$ cat src/rtl/seq_mul_pkg.sv
// Shared types and helpers for the iterative shift-add multiplier.
// Optional build macro SEQ_MUL_EARLY_EXIT_EN is consumed by seq_multiplier.
package seq_mul_pkg;

  typedef enum logic [1:0] {
    ST_IDLE = 2'd0,
    ST_RUN  = 2'd1,
    ST_FIX  = 2'd2,
    ST_DONE = 2'd3
  } state_t;

  // Bits needed to count 0..value-1; never returns less than 1.
  function automatic int unsigned clog2(input int unsigned value);
    int unsigned r;
    r = 0;
    while ((32'd1 << r) < value) r = r + 1;
    return (r == 0) ? 1 : r;
  endfunction

endpackage

$ cat src/rtl/seq_mul_abs.sv
// Combinational magnitude/sign split for one operand.
// Two's-complement minimum maps to 2^(WIDTH-1), which still fits unsigned.
module seq_mul_abs
  import seq_mul_pkg::*;
#(
  parameter int unsigned WIDTH = 4
) (
  input  logic [WIDTH-1:0] i_val,
  input  logic             i_signed,
  output logic [WIDTH-1:0] o_mag_c,
  output logic             o_neg_c
);

  assign o_neg_c = i_signed & i_val[WIDTH-1];
  assign o_mag_c = o_neg_c ? WIDTH'(-i_val) : i_val;

endmodule

$ cat src/rtl/seq_multiplier.sv
// Iterative shift-add WIDTH x WIDTH multiplier, signed or unsigned per op.
// Define SEQ_MUL_EARLY_EXIT_EN to end RUN once the remaining multiplier bits are zero.
module seq_multiplier
  import seq_mul_pkg::*;
#(
  parameter int unsigned WIDTH = 4
) (
  input  logic                 clk,
  input  logic                 rst,
  input  logic                 in_valid,
  output logic                 in_ready,
  input  logic [WIDTH-1:0]     a,
  input  logic [WIDTH-1:0]     b,
  input  logic                 signed_mode,
  output logic                 out_valid,
  input  logic                 out_ready,
  output logic [2*WIDTH-1:0]   res,
  output logic                 busy
);

  localparam int unsigned PW = 2 * WIDTH;
  localparam int unsigned CW = clog2(WIDTH);

  state_t           r_state;
  logic [WIDTH-1:0] r_mcand;
  logic [WIDTH-1:0] r_mult;
  logic [PW-1:0]    r_acc;
  logic [CW-1:0]    r_count;
  logic             r_neg;

  logic [WIDTH-1:0] w_a_mag;
  logic [WIDTH-1:0] w_b_mag;
  logic             w_a_neg;
  logic             w_b_neg;
  logic [PW-1:0]    w_addend;
  logic [PW-1:0]    w_acc_step;
  logic [WIDTH-1:0] w_mult_shift;
  logic             w_last;

  seq_mul_abs #(.WIDTH(WIDTH)) u_abs_a (
    .i_val    (a),
    .i_signed (signed_mode),
    .o_mag_c  (w_a_mag),
    .o_neg_c  (w_a_neg)
  );

  seq_mul_abs #(.WIDTH(WIDTH)) u_abs_b (
    .i_val    (b),
    .i_signed (signed_mode),
    .o_mag_c  (w_b_mag),
    .o_neg_c  (w_b_neg)
  );

  // One partial product per RUN cycle, weighted by the bit position being retired.
  assign w_addend     = PW'(r_mcand) << r_count;
  assign w_acc_step   = r_mult[0] ? (r_acc + w_addend) : r_acc;
  assign w_mult_shift = r_mult >> 1;

`ifdef SEQ_MUL_EARLY_EXIT_EN
  assign w_last = (r_count == CW'(WIDTH - 1)) || (w_mult_shift == '0);
`else
  assign w_last = (r_count == CW'(WIDTH - 1));
`endif

  always_ff @(posedge clk) begin
    if (rst) begin
      r_state   <= ST_IDLE;
      r_mcand   <= '0;
      r_mult    <= '0;
      r_acc     <= '0;
      r_count   <= '0;
      r_neg     <= 1'b0;
      res       <= '0;
      in_ready  <= 1'b1;
      out_valid <= 1'b0;
      busy      <= 1'b0;
    end else begin
      case (r_state)
        ST_IDLE: begin
          if (in_valid && in_ready) begin
            r_mcand  <= w_a_mag;
            r_mult   <= w_b_mag;
            r_neg    <= w_a_neg ^ w_b_neg;
            r_acc    <= '0;
            r_count  <= '0;
            in_ready <= 1'b0;
            busy     <= 1'b1;
            r_state  <= ST_RUN;
          end
        end
        ST_RUN: begin
          r_acc   <= w_acc_step;
          r_mult  <= w_mult_shift;
          r_count <= r_count + CW'(1);
          if (w_last) r_state <= ST_FIX;
        end
        ST_FIX: begin
          res       <= r_neg ? PW'(-r_acc) : r_acc;
          out_valid <= 1'b1;
          r_state   <= ST_DONE;
        end
        ST_DONE: begin
          // No accept here: in_ready only returns once back in IDLE.
          if (out_ready) begin
            out_valid <= 1'b0;
            in_ready  <= 1'b1;
            busy      <= 1'b0;
            r_state   <= ST_IDLE;
          end
        end
        default: r_state <= ST_IDLE;
      endcase
    end
  end

endmodule

$ cat config.mk
export PLATFORM = sky130hd
export DESIGN_NAME = seq_multiplier
export DESIGN_NICKNAME = d
export VERILOG_FILES = /design/src/rtl/seq_mul_pkg.sv /design/src/rtl/seq_mul_abs.sv /design/src/rtl/seq_multiplier.sv
export SDC_FILE = /design/constraint.sdc
export NUM_CORES = 1
export LEC_CHECK = 0
export BUFFER_PORTS_ARGS = -buffer_cell sky130_fd_sc_hd__buf_4
export CORE_MARGIN = 5
export CORE_UTILIZATION = 41
export DETAILED_ROUTE_END_ITERATION = 12
export HOLD_SLACK_MARGIN = 0.1
export PLACE_DENSITY = 0.57
export REMOVE_ABC_BUFFERS = 1
export SLEW_MARGIN = 20
export SYNTH_ARGS = -nofsm -noshare
export SYNTH_HDL_FRONTEND = slang
export SYNTH_HIERARCHICAL = 1
export SYNTH_SLANG_ARGS = --single-unit
$ cat constraint.sdc
create_clock -name clk -period 2.7 [get_ports clk]
set_input_delay 0.81 -clock clk [delete_from_list [all_inputs] [get_ports clk]]
set_output_delay 0.81 -clock clk [all_outputs]
set_load 0.05 [all_outputs]
==> results.md <==
* Run status: finished clean
* Clock Power Share at 22.7%
* Vias in the first global route at ~1,500
* Max-slew violations at 0
* # IOs at 24
* Maximum vdd drop at between 0.0002 and 0.0003 V
* Hold Slack at ~0.48 ns
* Cell Pwr Density at between 900 and 1000 nW/um2
* Post-Synthesis Cells at 232
* Antenna violations before repair at 0
* Compound-cell area share of the yosys netlist at between 20 and 25%
* Chip Height at roughly 80 um
* Largest net degree at the start of global routing at 35
* Post-synthesis register bit count at 32
* GRT overflow at 0
* Synth Area in Simple Gates at roughly 16%
* Most frequent cell after synthesis: dfxtp_1
* First-pass GRT wire length at 6.56 mm
* Placer Congestion at 0.758
* P_leak at ~0.94 nW
* Initial DRC count at 45
* Register area share after synthesis at around a third
* Post-synth top area cell: dfxtp_1
* FF-to-FF path depth at 8
* Post-CTS setup buffers at 0
* RSZ-0062 raised after global routing: false
* Crit path kind: reg -> reg
* WP data arrival at 2.60 ns
* Core footprint at 4660 um2
* Net Switching at ~0.84 mW
* Hold WC Path Type: reg -> reg
* Yosys cell types at 32
* Skew final at about 0.0055 ns
* Synth Area in Adders at between 10% and 20%
* Vias/cell at around 5.2
* Final Hold Viols at 0
* Crit. End Element: flop
* Crit Path Max Fanout at 10
* Rel. slew slack at 62.8%
* Max Root-Sink Buffers at 2
* Root buffer selected by CTS: clkbuf_8
* Portion of netlist area occupied by mux cells at roughly 5.7%
* Routed Antenna Nets at 0
* IO buf count at 23
* Number of synthesis warnings at 6
* Final nets at 279
* WHS Path Cells at 2
* Logic pwr share at around 44%
* Number of remaining DRC errors at 0
* Synth top cells by count: dfxtp_1, nor2_1, nand2_1, a21oi_1, ha_1
* H-tree level count at 2
* Rows at 25
* TritonCTS sink count at 32
* Resize count post-CTS at 0
* Die W at between 70 and 80 um
* Switching Fraction at 41.8%
* Share of cells above drive strength 1 at a little over an eighth
* FFs w/ async S/R, synth at 0%
* Vias at about 1,600
* Routed wire length at ~4 mm
* Number of iterations in the first detailed-routing pass at 4
* Hold bufs inserted after CTS at 0
* Xor/xnor cell area share of the yosys netlist at 6.29%
* Total CTS buffers at 5
* Int Power at 1.17 mW
* CTS tree: built
* Min cycle time layout at between 2 and 2.5 ns
* N_diodes at 0
* Ys flop type: dfxtp_1
* Worst Setup Start Kind: flop
* Top-area cell type share of the netlist area at 32.9%
* Final setup vio count at 0
* Worst Tran Pin Value at 0.558 ns
* Seq pwr share at between 30% and 40%
* Combinational family with the most area after synthesis: compound AO/OA/AOI/OAI gates
* Area grow syn2layout at 14.8%
* Mean Syn Cell Area at approximately 8.4 um2
* GRT Total Usage at a little over an eighth
* Setup tns final at 0 ns
* Post-synth EDFFs at 0
* Initial Util at roughly two fifths
* Maximum clock frequency at just over 0.4 GHz
* CTS clk-pin slew, worst paths at around 0.070 ns
* Total die area at around 6200 um2
* Max-cap violations at 0
* Fin crit share at 89.4%
* Syn Std Cell Area at roughly 2000 um2
* Top cells by area, synth: dfxtp_1, ha_1, a211oi_1, nor2_1, mux2i_1
* Final Util at ~48%
* Clk_lat worst skew at between 0.2 and 0.3 ns
* Post-DP HPWL at approximately 2.9 mm
* Total Power at 2.01 mW
* WP data required at ~2.9 ns
* WL/cell at roughly 13 um
-- through the flow --
stage / setup slack [ns] / std cells / cell area, um2
6_report: 0.286 / 304 / 2240
5_1_grt: 0.0394 / 304 / 2240
4_1_cts: 0.291 / 304 / 2240
3_5_place_dp: 0.356 / 296 / 2130
3_3_place_gp: 0.383 / 296 / 2130
2_1_floorplan: 0.543 / 219 / 1890
-- area by class of cell --
type	instances	area, um2
clock buffer	6	72.6
clock inverter	2	35.0
fill	473	2420
inverter	13	48.8
multi-input combinational	174	1200
sequential	32	641
tap	54	67.6
timing repair buffer	23	173
-- critical path, stage by stage (launching register included) --
cell and delay, ns:
dfxtp_1 0.54, mux2i_1 0.30, o21ai_0 0.14, ha_1 0.39, o21ai_0 0.09, o21bai_1 0.14, a21oi_1 0.12, a221oi_2 0.25
mux2_1 0.33
-- kinds of logic (layout without fill, tap and decap cells) --
| family | count (synthesis) | after routing |
|---|---|---|
| simple gates | 69 | 69 |
| xor+xnor | 14 | 14 |
| fa+ha+maj | 17 | 17 |
| mux | 11 | 11 |
| buf+inv | 26 | 44 |
| flops | 32 | 32 |
| compound gates | 63 | 63 |
-- power by group through the flow --
stage               Sequential (mW)  Combinational, mW  Clock, mW
floorplan                     0.849              0.487          0
global placement              0.690              0.876          0
detailed placement            0.692              0.877          0
CTS                           0.681              0.882      0.473
global route                  0.698              0.963      0.491
finish                        0.681              0.876      0.457
-- registers in the layout (all words and copies together) (netlist names) --
register   count
busy           1
in_ready       1
out_valid      1
r_acc          8
r_count        2
r_mcand        4
r_mult         4
r_neg          1
r_state        2
res            8
-- path summary, 6_finish.rpt --
| check | startpoint | endpoint | slack [ns] |
|---|---|---|---|
| max | r_count[0] | r_acc[7] | 0.29 |
| min | r_mcand[1] | r_mcand[1] | 0.48 |
| max reg2reg | r_count[0] | r_acc[7] | 0.29 |
| min reg2reg | r_mcand[1] | r_mcand[1] | 0.48 |
-- placed cells by master, fill, tap and decap left out, drive strengths merged, types with 9 or more instances in the layout --
master / synthesis / final
buf: 3 / 23
a21oi: 17 / 17
o21ai: 9 / 9
nor2: 27 / 27
a211oi: 14 / 14
dfxtp: 32 / 32
inv: 13 / 13
ha: 16 / 16
mux2i: 10 / 10
nand2: 18 / 18
-- metal layers --
metal	up-vias	GRT usage [%]	wire [um]
li1	847	-	-
met1	695	16.4	1960
met2	29	21.6	1680
met3	8	4.20	189
met4	0	5.67	80
met5	-	0	0
No activity file was read; power rests on OpenSTA's default activity.
